**config.mk**
```make
export PLATFORM = sky130hd
export DESIGN_NAME = hazard_ctrl
export DESIGN_NICKNAME = d
export VERILOG_FILES = /design/src/rtl/hazard_ctrl.sv
export SDC_FILE = /design/constraint.sdc
export NUM_CORES = 1
export LEC_CHECK = 0
export BUFFER_PORTS_ARGS = -buffer_cell sky130_fd_sc_hd__buf_4
export CORE_UTILIZATION = 40
export DETAILED_ROUTE_END_ITERATION = 7
export GPL_TIMING_DRIVEN = 0
export PLACE_DENSITY = 0.69
export SETUP_SLACK_MARGIN = 0.15
export SKIP_CTS_REPAIR_TIMING = 1
export SLEW_MARGIN = 20
export SYNTH_ARGS = -nofsm -noshare
export SYNTH_HDL_FRONTEND = slang
export SYNTH_SLANG_ARGS = --single-unit
```
**constraint.sdc**
```tcl
create_clock -name clk -period 3.3 [get_ports clk]
set_input_delay 0.99 -clock clk [delete_from_list [all_inputs] [get_ports clk]]
set_output_delay 0.99 -clock clk [all_outputs]
set_load 0.1 [all_outputs]
```
**src/rtl/hazard_ctrl.sv**
```systemverilog
// Stall/flush sequencer for the 5-stage pipeline; outputs are combinational from inputs and state.
// Optional perf counters are enabled by HAZARD_CTRL_PERF_EN.
module hazard_ctrl #(
  parameter int XLEN  = 64,
  parameter int REG_W = 5
`ifdef HAZARD_CTRL_PERF_EN
  ,
  parameter int CNT_W = 32
`endif
) (
  input  logic             clk,
  input  logic             reset,
  input  logic             ireq_busy,
  input  logic             dreq_busy,
  input  logic [REG_W-1:0] id_rs1,
  input  logic [REG_W-1:0] id_rs2,
  input  logic             id_use_rs1,
  input  logic             id_use_rs2,
  input  logic             ex_is_load,
  input  logic [REG_W-1:0] ex_rd,
  input  logic             ex_redirect,
  input  logic [XLEN-1:0]  ex_redirect_pc,
  output logic             handshake_stall,
  output logic             if_stall,
  output logic             if_bubble,
  output logic             load_stall,
  output logic             jump_flag,
  output logic             redir_valid,
  output logic [XLEN-1:0]  redir_pc,
  output logic             pend
`ifdef HAZARD_CTRL_PERF_EN
  ,
  output logic [CNT_W-1:0] stall_cycles,
  output logic [CNT_W-1:0] flush_count
`endif
);

  typedef enum logic {RUN, REDIR_PEND} state_t;

  state_t          state, nxt_state;
  logic [XLEN-1:0] pend_pc, nxt_pend_pc;
  logic            hazard;

  assign hazard = ex_is_load && (ex_rd != '0) &&
                  ((id_use_rs1 && (id_rs1 == ex_rd)) || (id_use_rs2 && (id_rs2 == ex_rd)));

  always_comb begin
    handshake_stall = 1'b0;
    if_stall        = 1'b0;
    if_bubble       = 1'b0;
    load_stall      = 1'b0;
    jump_flag       = 1'b0;
    redir_valid     = 1'b0;
    redir_pc        = '0;
    nxt_state       = state;
    nxt_pend_pc     = pend_pc;
    if (reset) begin
      nxt_state = RUN;
    end else if (dreq_busy) begin
      // Whole pipe frozen; EX-stage requests are seen again next cycle.
      handshake_stall = 1'b1;
    end else begin
      case (state)
        RUN: begin
          if (ex_redirect) begin
            jump_flag = 1'b1;
            if (!ireq_busy) begin
              redir_valid = 1'b1;
              redir_pc    = ex_redirect_pc;
            end else begin
              if_stall    = 1'b1;
              nxt_pend_pc = ex_redirect_pc;
              nxt_state   = REDIR_PEND;
            end
          end else if (hazard) begin
            load_stall = 1'b1;
            if_stall   = 1'b1;
          end else if (ireq_busy) begin
            if_stall  = 1'b1;
            if_bubble = 1'b1;
          end
        end
        REDIR_PEND: begin
          // Everything fetched while parked is wrong-path; newest redirect wins.
          if_bubble = 1'b1;
          if (ex_redirect) begin
            jump_flag   = 1'b1;
            nxt_pend_pc = ex_redirect_pc;
          end
          if (ireq_busy) begin
            if_stall = 1'b1;
          end else begin
            redir_valid = 1'b1;
            redir_pc    = ex_redirect ? ex_redirect_pc : pend_pc;
            nxt_state   = RUN;
          end
        end
        default: nxt_state = RUN;
      endcase
    end
  end

  assign pend = !reset && (state == REDIR_PEND);

  always_ff @(posedge clk) begin
    if (reset) begin
      state   <= RUN;
      pend_pc <= '0;
    end else begin
      state   <= nxt_state;
      pend_pc <= nxt_pend_pc;
    end
  end

`ifdef HAZARD_CTRL_PERF_EN
  always_ff @(posedge clk) begin
    if (reset) begin
      stall_cycles <= '0;
      flush_count  <= '0;
    end else begin
      if (handshake_stall || load_stall || if_stall)
        stall_cycles <= stall_cycles + CNT_W'(1);
      if (jump_flag)
        flush_count <= flush_count + CNT_W'(1);
    end
  end
`endif

endmodule
```
==> metrics <==
Syn. warnings=0; Cells after DPL=between 700 and 800; violated checks=negative setup slack; P_int=about 1500 uW; Root Buffer=clkbuf_8; max_slew headroom=67.4%; commonest non-fill, non-tap cells in the layout=nand2_1 (129), buf_4 (97), a21oi_1 (95); CTS Buf Count=9; final WL=about 13000 um; clock sink count=65; clock network power share=roughly 34%; max-cap violation count=0; synthesized instance count=535; Final Setup Violations=3; GR met3 Demand/Resource=5.90%; initial antenna violation count=0; dpl hpwl=approximately 8600 um; CTS HTree Levels=3; leak pwr=roughly 0.0027 uW; worst setup margin=-54.3 ps; switching power of the nets=680 uW; busiest grt layer=met2; area added between synthesis and finish=84.1%; overall power=approximately 2100 uW; Finished Core Util=between 70% and 80%; Critical Path Fanout Max=3; Layout Nets=between 700 and 800; startpoint types=primary input; Clock Skew=roughly 7.7 ps; max-slew violations=0; fmax=a little under 300 MHz; # IOs=roughly 160; Syn Std Cell Area=between 3000 and 4000 um2; status=finished, violations left; M1 GR Usage=around 30%; Initial Utilization=41.4%; die footprint=about 9400 um2; Tmin final=approximately 3400 ps; sequential share of the synthesized area=between 30 and 40%; total gr overflow=0; Die W=between 90 and 100 um; CTS tree=built; Placement Rows=34; Pwr per Cell Area=approximately 320 nW/um2; Netlist cell types=30; Reg clk slew, reported paths=around 70 ps; Vias per Instance=5.31; largest net degree at the start of global routing=11; critical path type=primary input to output port; CP Data Arrival Time=2360 ps; Non-Filler Instances=820; VDD IR-drop max=~0.19 mV; # diodes=0; 1st-pass router iterations=4; final period utilization=102%; core area=slightly below 9000 um2; DR vias=4351; number of routed nets with antenna violations=0; Hold Crit Class=flop to flop; die height=between 90 and 100 um; sequential share of power=around two fifths; worst endpoint required time=about 2300 ps; synthesis-stage register bit count=65; switching part of the total=a little under a third; Comb power frac=roughly 28%; WL/cell=between 15 and 20 um; Least-Margin Pin Slew=a little under 500 ps; RePlAce Congestion=just under 0.8; vias in the first global route=~3900; DR DRC count=0; commonest non-fill, non-tap cell in the layout=nand2_1; I/O Buffers=approximately 160; endpoint class of the critical path=output port; final hold viol count=0; clk_lat worst skew=between 300 and 400 ps; Fill cells=640; CTS max path bufs=2; DRT iter0 DRCs=approximately 160; all-layer global routing usage=24.1%; Avg Cell Area, Syn=6.78 um2; GR Util met2=between 40 and 50%; fraction of layout cells with a size suffix above 1=between 40% and 50%; global-route wire length before repair=roughly 19000 um; RSZ-0062 raised after global routing=true; syn_nets=approximately 620
-- cell families (layout without fill, tap and decap cells) --
family                    Yosys count  after routing  share of synthesized area, %
xor gates and xnor gates           10             10                          2.42
AOI/OAI and AO/OA                 135            135                          19.3
and+or+nand+nor                   274            274                          33.9
buffers and inverters              51            228                          8.45
DFF                                65             65                          35.9
-- worst max-delay path: stages --
cell,delay (ps)
buf_6,90
xor2_1,160
nor4_2,300
a32oi_2,240
o311a_4,410
buf_12,170
-- cell type report --
| cell class | instances | area (um2) | share of cell area [%] |
|---|---|---|---|
| buffer | 50 | 440 | 6.60 |
| sequential | 65 | 1300 | 19.5 |
| clock inverter | 2 | 35.0 | 0.525 |
| multi-input combinational | 419 | 2730 | 40.8 |
| inverter | 1 | 3.75 | 0.0562 |
| clock buffer | 14 | 173 | 2.59 |
| timing repair buffer | 161 | 1860 | 27.9 |
| tap | 108 | 135 | 2.02 |
-- cells in the mapped netlist --
library cell  count  area [um2]
a21oi_1         128         641
nor2b_1           3        18.8
nor4_2            1        12.5
inv_2             1        3.75
nor4_1            2        12.5
or3_1             1        6.26
buf_4             1        7.51
o41ai_1           1        8.76
and3_1           64         400
o21a_1            1        7.51
or2_2             1        6.26
nor2b_2           1        8.76
buf_2            10        50.1
a21o_1            1        7.51
dfxtp_1          65        1300
xor2_1            8        70.1
buf_6            13         146
o21ai_2           2        17.5
o311a_1           1        10.0
or2_1             1        6.26
xnor2_1           2        17.5
nor2_1           68         255
nor3_1            1        5.00
and2_0            1        6.26
clkbuf_1         24        90.1
clkbuf_2          1        5.00
a32oi_1           1        8.76
nand2_1         129         484
or4_1             1        7.51
buf_1             1        3.75
-- through the flow --
| step | hold WS [ps] | area, um2 | worst slack (ps) | TNS [ps] |
|---|---|---|---|---|
| detailed placement | 442 | 5550 | -176 | -5850 |
| CTS | 452 | 5750 | -185 | -6210 |
| finish | 449 | 6680 | -54.3 | -69.0 |
| floorplan | 432 | 4240 | -407 | -755 |
| global placement | 436 | 5550 | -179 | -4840 |
| global route | 466 | 6680 | -93.0 | -202 |
-- flip-flops by register name, summed over array words and instances (netlist names) --
name,cells
pend_pc,64
state,1
-- final timing paths --
kind	start	to	slack [ps]	cells after the start
worst max-delay path	id_rs1[3]	if_bubble	-50	6
worst min-delay path	pend_pc[49]$_SDFFE_PP0P_	pend_pc[49]$_SDFFE_PP0P_	450	2
worst max register to register	state$_SDFFE_PP0N_	pend_pc[59]$_SDFFE_PP0P_	1810	5
worst min register to register	pend_pc[49]$_SDFFE_PP0P_	pend_pc[49]$_SDFFE_PP0P_	450	2
-- power groups by stage --
stage	clock [uW]	combinational, uW	sequential [uW]
floorplan	0	344	841
global placement	0	507	843
detailed placement	0	514	844
CTS	733	515	826
global route	769	619	830
finish	720	587	827
-- per-layer routing --
metal | share of wire (%) | routed length [um]
met1 | 43 | 5350
met2 | 50 | 6230
met3 | 5.9 | 735
met4 | 1.8 | 223
met5 | 0 | 0
(Power assumes the default switching activity.)
